**src/rtl/data_mem_responder.sv**
```systemverilog
// Data-memory slave for the micro's memory stage: one read or write at a time over
// a req/ack handshake, serviced from a DEPTH x 8 register array after WAIT_CYCLES wait states.
module data_mem_responder #(
    parameter int DEPTH       = 256,
    parameter int WAIT_CYCLES = 1
) (
    input  logic       clk,
    input  logic       arst,
    input  logic       mem_req,
    input  logic       mem_we,
    input  logic [7:0] mem_addr,
    input  logic [7:0] mem_data_i,
    output logic [7:0] mem_data_o,
    output logic       mem_ack,
    output logic       mem_err,
    output logic       free
);

    // Handshake: a request (mem_req with mem_we/mem_addr/mem_data_i) is taken at a
    // rising edge only while free=1; completion is a single-cycle mem_ack, with
    // mem_err alongside it for an out-of-range address. Inputs are ignored while busy.

    localparam int          IW      = (DEPTH > 1) ? $clog2(DEPTH) : 1;
    localparam logic [8:0]  DEPTH_W = 9'(DEPTH);
    localparam logic [3:0]  WAIT_L  = 4'(WAIT_CYCLES);

    if (WAIT_CYCLES < 0 || WAIT_CYCLES > 15) begin : g_bad_wait
        $error("data_mem_responder: WAIT_CYCLES must be 0..15");
    end
    if (DEPTH < 1 || DEPTH > 256) begin : g_bad_depth
        $error("data_mem_responder: DEPTH must be 1..256");
    end

    typedef enum logic {
        ST_IDLE   = 1'b0,
        ST_ACCESS = 1'b1
    } state_t;

    state_t          state;
    logic [3:0]      cnt;
    logic            lat_we;
    logic [7:0]      lat_addr;
    logic [7:0]      lat_data;
    logic [7:0]      mem [DEPTH];
    logic            in_range;
    logic [IW-1:0]   idx;

    // Full 8-bit address is compared, so addresses >= DEPTH never alias.
    assign in_range = ({1'b0, lat_addr} < DEPTH_W);
    assign idx      = lat_addr[IW-1:0];
    assign free     = (state == ST_IDLE);

    always_ff @(posedge clk or posedge arst) begin
        if (arst) begin
            state      <= ST_IDLE;
            cnt        <= 4'd0;
            lat_we     <= 1'b0;
            lat_addr   <= 8'h00;
            lat_data   <= 8'h00;
            mem_data_o <= 8'h00;
            mem_ack    <= 1'b0;
            mem_err    <= 1'b0;
            for (int i = 0; i < DEPTH; i++) begin
                mem[i] <= 8'h00;
            end
        end else begin
            mem_ack <= 1'b0;
            mem_err <= 1'b0;
            case (state)
                ST_IDLE: begin
                    if (mem_req) begin
                        lat_we   <= mem_we;
                        lat_addr <= mem_addr;
                        lat_data <= mem_data_i;
                        cnt      <= WAIT_L;
                        state    <= ST_ACCESS;
                    end
                end
                ST_ACCESS: begin
                    if (cnt != 4'd0) begin
                        cnt <= cnt - 4'd1;
                    end else begin
                        mem_ack <= 1'b1;
                        state   <= ST_IDLE;
                        if (in_range) begin
                            if (lat_we) begin
                                mem[idx] <= lat_data;
                            end else begin
                                mem_data_o <= mem[idx];
                            end
                        end else begin
                            mem_err <= 1'b1;
                            if (!lat_we) begin
                                mem_data_o <= 8'h00;
                            end
                        end
                    end
                end
                default: state <= ST_IDLE;
            endcase
        end
    end

endmodule

```
**config.mk**
```make
export PLATFORM = sky130hd
export DESIGN_NAME = data_mem_responder
export DESIGN_NICKNAME = d
export VERILOG_FILES = /design/src/rtl/data_mem_responder.sv
export SDC_FILE = /design/constraint.sdc
export NUM_CORES = 2
export LEC_CHECK = 0
export ABC_AREA = 1
export BUFFER_PORTS_ARGS = -buffer_cell sky130_fd_sc_hd__buf_4
export CORE_AREA = 2 2 461 463
export CTS_CLUSTER_SIZE = 10
export DETAILED_ROUTE_END_ITERATION = 6
export DIE_AREA = 0 0 463 465
export GPL_ROUTABILITY_DRIVEN = 0
export HOLD_SLACK_MARGIN = 0.15
export PLACE_DENSITY_LB_ADDON = 0.12
export SLEW_MARGIN = 40
export SYNTH_ARGS = -nofsm -noshare
export SYNTH_HDL_FRONTEND = slang
export SYNTH_SLANG_ARGS = --single-unit
```
**constraint.sdc**
```tcl
create_clock -name clk -period 85.1 [get_ports clk]
set_input_delay 21.275 -clock clk [delete_from_list [all_inputs] [get_ports clk]]
set_output_delay 21.275 -clock clk [all_outputs]
set_load 0.005 [all_outputs]
```
# Yosys cells after proc, flatten, opt, wreduce, memory -nomap -nowiden
# Index checks and enable logic that the tools add are counted.
# W data, S select, Z words.
[word_totals]
register_bits = 2079
out_inout_bits = 11
[op_classes]
addsub = 1
order_cmp = 2
n_eq_ne = 2
n_mux = 14
n_bitwise = 4
n_reduce_logical = 6
[ops]
columns = ["cell", "n"]
rows = [
  ["$bwmux W2048", 1],
  ["$bmux W8 S8", 1],
  ["$demux W8 S8", 1],
  ["$mux W8", 3],
  ["$ge A9 B9 Y1 const B", 1],
  ["$lt A9 B1 Y1 const B", 1],
  ["$not A8 Y9", 1],
  ["$mux W4", 2],
  ["$pmux W4 S2", 1],
  ["$reduce_and A3 Y1", 2],
  ["$mux W1", 4],
  ["$reduce_and A2 Y1", 2],
  ["$reduce_bool A4 Y1", 1],
  ["$sub A4 B1 Y4 const B", 1],
  ["$not A1 Y1", 3],
  ["$ne A2 B1 Y1 const B", 1],
  ["$ne A2 B2 Y1 const B", 1],
  ["$pmux W1 S2", 1],
  ["$logic_and A1 B1 Y1", 1],
]

# Depth between registers and ports, before layout
[depth]
depth_word = 6
ltp_mapped = 17
depth_no_buf = 15

# Worst setup path after synthesis
# No wires, ideal clock.
[synth_path]
path_kind = "in2reg"
from = "in mem_req"
to = "reg lat_addr[1] (netlist: idx[1])"
setup_ps = 137
arrival_time_ps = 22070
slack_ps = 62893
stages = 4
n_path_buf = 2
cell_sequence = "nand2_1 clkbuf_1 clkbuf_1 a21oi_1"
[synth_via]
elab_chain_cells = 1
[synth_rtl]
columns = ["element", "line", "source"]
rows = [
  ["start, declared", "9", "input logic mem_req,"],
  ["$reduce_and A2 Y1 (no source line)", "n/a", ""],
  ["end signal, assigned", "73", "lat_addr <= mem_addr;"],
  ["end, declared", "42", "logic [7:0] lat_addr;"],
]
# No other way between the ends.
# A chain may end at the register's enable or synchronous reset.

==> parameters.txt <==
Parameter                              Value

Timing
  Max transition margin ... approximately 34%
  Setup skew after layout ... 0.0472 ns
  Setup repair after global routing missed its margin ... no
  Max Freq ... between 40 and 50 MHz
  Final Hold Violating Endpoints ... 0
  Final worst-path cycle share ... around 29%
  Final Critical Period ... roughly 24 ns
  Hold Slack ... between 0.4 and 0.5 ns
  Least-Margin Pin Slew ... 0.985 ns
  Sum Neg Setup Slack ... 0 ns
  Final setup violation count ... 0
  Number of pins exceeding their max-slew limit in the final report ... 0

Setup path
  Critical path arrival ... about 25 ns
  Cells along the critical path ... buf_4 > inv_12 > buf_4 > buf_6 > buf_6 > buf_4 > buf_12 > buf_16
  Crit path buffers/inverters ... 8
  Type of the worst setup path ... input port to asynchronous set/reset pin
  Worst Path Max Fanout ... approximately 130
  Cell occurring most often along the worst timing path ... sky130_fd_sc_hd__buf_4
  R2r setup slk ... between 70 and 80 ns
  Crit end category ... asynchronous set/reset pin
  Critical path launch point type ... input port
  CP required ... between 80 and 90 ns
  CP max-delay cell ... sky130_fd_sc_hd__buf_4
  Delay of the slowest cell on the worst path ... approximately 0.63 ns
  Cell class contributing the biggest share of worst-path delay ... buffers and inverters

Synthesis
  Xor and xnor area share after synthesis ... less than 1%
  Total number of yosys warnings ... 0
  Most frequent cell after synthesis ... sky130_fd_sc_hd__nand2_1
  Async SR Flop Fraction ... 100%
  Most used standard cells in the synthesized netlist ... sky130_fd_sc_hd__nand2_1, sky130_fd_sc_hd__dfrtp_1, sky130_fd_sc_hd__o21ai_0
  Fraction of synthesized cell area taken by the top area cell type ... a little under three fifths
  Yosys cell types ... 31
  Cell count after synthesis ... roughly 12000
  Synthesized cell area ... between 0.09 and 0.1 mm2
  Synthesized area per cell ... around 7.7 um2
  EDFF count, synth ... 0
  Flip-flop and latch count after synthesis ... 2079
  Synth top area cells ... sky130_fd_sc_hd__dfrtp_1, sky130_fd_sc_hd__nand2_1, sky130_fd_sc_hd__o21ai_0
  Fraction of synthesized area in multiplexers ... less than 1%
  Cell type with the highest aggregate area in the netlist ... sky130_fd_sc_hd__dfrtp_1
  Synth Flop Type ... sky130_fd_sc_hd__dfrtp_1
  Part of the Yosys area used for sequential elements ... 55.2%
  Compound-Gate Fraction of Synth Area ... between 10 and 15%
  Synthesized-area fraction occupied by and/or/nand/nor cells ... between 20% and 30%
  Synthesized netlist net count ... 12300
  Fraction of the mapped netlist area in adder cells ... less than 1%
  Dominant combinational cell family by area after synthesis ... simple AND/OR/NAND/NOR gates

Finish
  Layout net count ... 11800
  Combined area of the multi-input logic cells ... 0.0385 mm2
  Register cell area after layout ... about 0.052 mm2
  Number of fill cells in the layout ... roughly 21000
  Layout cells sized above 1 ... under 10%
  Area overhead of the layout relative to synthesis ... 8.79%

Clocking
  Post-cts gate resize count ... 0
  Clock slew at the register clock pins of the worst setup and hold paths ... around 0.05 ns
  CTS tree ... yes
  Number of setup buffers added after CTS ... 0
  Max Root-Sink Buffers ... 3
  CTS buffer count ... about 230
  Clock latency at the later pin of the worst-skew pair ... ~0.89 ns
  # clock sinks ... 2079
  CTS root buffer ... sky130_fd_sc_hd__clkbuf_16
  Maximum level of the CTS H-tree ... 4
  Number of buffers inserted by hold repair at cts ... 0

Floorplanning
  Die height ... ~470 um
  Die area ... between 0.2 and 0.25 mm2
  Initial Utilization ... approximately 45%
  Site row count ... 169
  Boundary pin count ... 31
  X dimension of the die ... 463 um
  Placeable core area ... roughly 0.21 mm2

Drt
  DRC viols ... 5
  Routed wire length ... between 300000 and 400000 um
  Post-detailed-route via-to-cell ratio ... 5.43
  Average detailed-routed wire length per instance ... 20.9 um
  Starting DRT DRC Count ... roughly 8200
  Routed vias ... ~80000
  Number of routed nets with antenna violations ... 0
  First-pass iteration count of the detailed router ... 7

Pwr
  Total power per unit cell area ... approximately 27 mW/mm2
  Reg power frac ... between 30% and 40%
  Switching power as a share of total power ... 39.6%
  Maximum vdd drop ... between 0.00003 and 0.00004 V
  Power share of the clock group ... 32.9%
  P_leak ... 49.2 nW
  Switching power total ... approximately 0.0011 W
  Combinational Power Share ... between 20% and 30%
  Internal power summed over all cells ... between 0.0015 and 0.002 W

Global routing
  Pin count of the biggest net entering global routing ... ~160
  First-pass GRT wire length ... ~470000 um
  Met3 usage ... 4.37%
  GRT Overall Usage ... ~28%
  Initial antenna violation count ... 9
  Vias in the first global route ... between 70000 and 80000
  Overflow left after global routing ... 0
  Met1 demand-to-capacity share in global routing ... between 30% and 40%
  Most congested layer reported by global routing ... met2
  GR Util met2 ... a little under half

Status
  Failing checks ... DRC
  Outcome ... finished, violations left

Min path
  Hold/Removal Path Class ... flop to flop

Placed design
  Sum of net half-perimeters after detailed placement ... around 180000 um
  IO buf count ... 29

Flow run
  Max-cap violation count ... 0
==> final cells by class <==
type | instances | area share (%)
Inverter | 50 | 0.299
Sequential cell | 2079 | 50.7
Clock inverter | 15 | 0.200
Clock buffer | 292 | 6.10
Antenna cell | 6 | 0.0146
Multi-Input combinational cell | 9226 | 37.5
Tap cell | 2821 | 3.44
Timing Repair Buffer | 168 | 1.73
==> registers in the layout, summed over array words and instances, names as in the netlist <==
name / count
mem_data_o: 8
state: 1
idx: 8
lat_data: 8
mem: 2048
cnt: 4
lat_we: 1
mem_ack: 1
==> logic make-up after synthesis <==
logic type / count (synthesis)
AOI/OAI and AO/OA: 2292
DFF: 2079
buffers and inverters: 924
adders and majority gates: 1
other: 1
xor gates and xnor gates: 2
muxes: 3
and+or+nand+nor: 6927
==> worst paths after layout <==
kind | startpoint | to | cells past startpoint
setup / recovery | arst | mem[471]$_DFFE_PP0P_ | 8
hold / removal | mem[1920]$_DFFE_PP0P_ | mem[1920]$_DFFE_PP0P_ | 2
setup reg to reg | idx[1]$_DFFE_PP0P_ | mem_data_o[7]$_DFFE_PP0P_ | 17
hold reg to reg | mem[1920]$_DFFE_PP0P_ | mem[1920]$_DFFE_PP0P_ | 2
max in group clk | state$_DFF_PP0_ | free | 2
min in group asynchronous | arst | mem[1984]$_DFFE_PP0P_ | 2
==> worst register-to-register path: cells and delay by family (launching register included) <==
kind                   cells  cell delay [ns]
flip-flops                 1             0.66
buffers and inverters      4             2.27
AND/OR/NAND/NOR           13             2.26
==> per-layer routing <==
layer  part of all wire, %  wire length (um)
met1                    45            137000
met3                   6.6             20100
met4                   3.3             10100
met5                0.0065                20
met2                    45            139000
==> placed cells by master (no fill, tap or decap), types with 2 or more instances in the layout <==
master	n
sky130_fd_sc_hd__inv_2	3
sky130_fd_sc_hd__buf_4	111
sky130_fd_sc_hd__diode_2	6
sky130_fd_sc_hd__clkinv_8	4
sky130_fd_sc_hd__inv_8	10
sky130_fd_sc_hd__nand4_1	111
sky130_fd_sc_hd__clkinv_2	4
sky130_fd_sc_hd__o22ai_1	2
sky130_fd_sc_hd__nand3_1	131
sky130_fd_sc_hd__o21a_1	2
sky130_fd_sc_hd__nor2_4	22
sky130_fd_sc_hd__clkbuf_1	44
sky130_fd_sc_hd__inv_6	4
sky130_fd_sc_hd__buf_6	29
sky130_fd_sc_hd__mux2_2	3
sky130_fd_sc_hd__nand2_2	67
sky130_fd_sc_hd__buf_16	10
sky130_fd_sc_hd__buf_12	14
sky130_fd_sc_hd__o21ai_0	2005
sky130_fd_sc_hd__inv_16	2
sky130_fd_sc_hd__inv_12	2
sky130_fd_sc_hd__xor2_1	2
sky130_fd_sc_hd__clkinvlp_4	2
sky130_fd_sc_hd__nor4_4	4
sky130_fd_sc_hd__clkbuf_16	238
sky130_fd_sc_hd__nand2_1	6240
sky130_fd_sc_hd__clkbuf_8	13
sky130_fd_sc_hd__nand2_4	4
sky130_fd_sc_hd__clkinv_16	2
sky130_fd_sc_hd__dfrtp_1	2077
sky130_fd_sc_hd__or2_2	8
sky130_fd_sc_hd__o21ai_1	159
sky130_fd_sc_hd__inv_1	32
sky130_fd_sc_hd__a21oi_1	120
sky130_fd_sc_hd__nor2_2	8
sky130_fd_sc_hd__dfrtp_4	2
sky130_fd_sc_hd__a22oi_1	4
sky130_fd_sc_hd__nor2_1	330
==> power groups by stage <==
stage	sequential [W]	combinational, W	clock, W
floorplan	0.00109	0.000425	0
detailed placement	0.00110	0.000740	0
CTS	0.00109	0.000741	0.000920
finish	0.00109	0.000754	0.000904
global placement	0.00110	0.000727	0
global route	0.00109	0.000794	0.000962
==> metrics by stage <==
| step | instances | cell area [um2] | setup slack, ns | total power (W) | utilization [%] |
|---|---|---|---|---|---|
| final | 14700 | 103000 | 60.81 | 0.00274 | 48.7 |
| after global routing | 14700 | 103000 | 60.18 | 0.00285 | 48.7 |
| after CTS | 14600 | 102000 | 60.10 | 0.00275 | 48.6 |
| after detailed placement | 14300 | 95900 | 59.16 | 0.00184 | 45.5 |
| after global placement | 14300 | 95600 | 58.80 | 0.00183 | 45.3 |
| after floorplan | 12200 | 94300 | 5.10 | 0.00152 | - |
(Power assumes the default switching activity.)
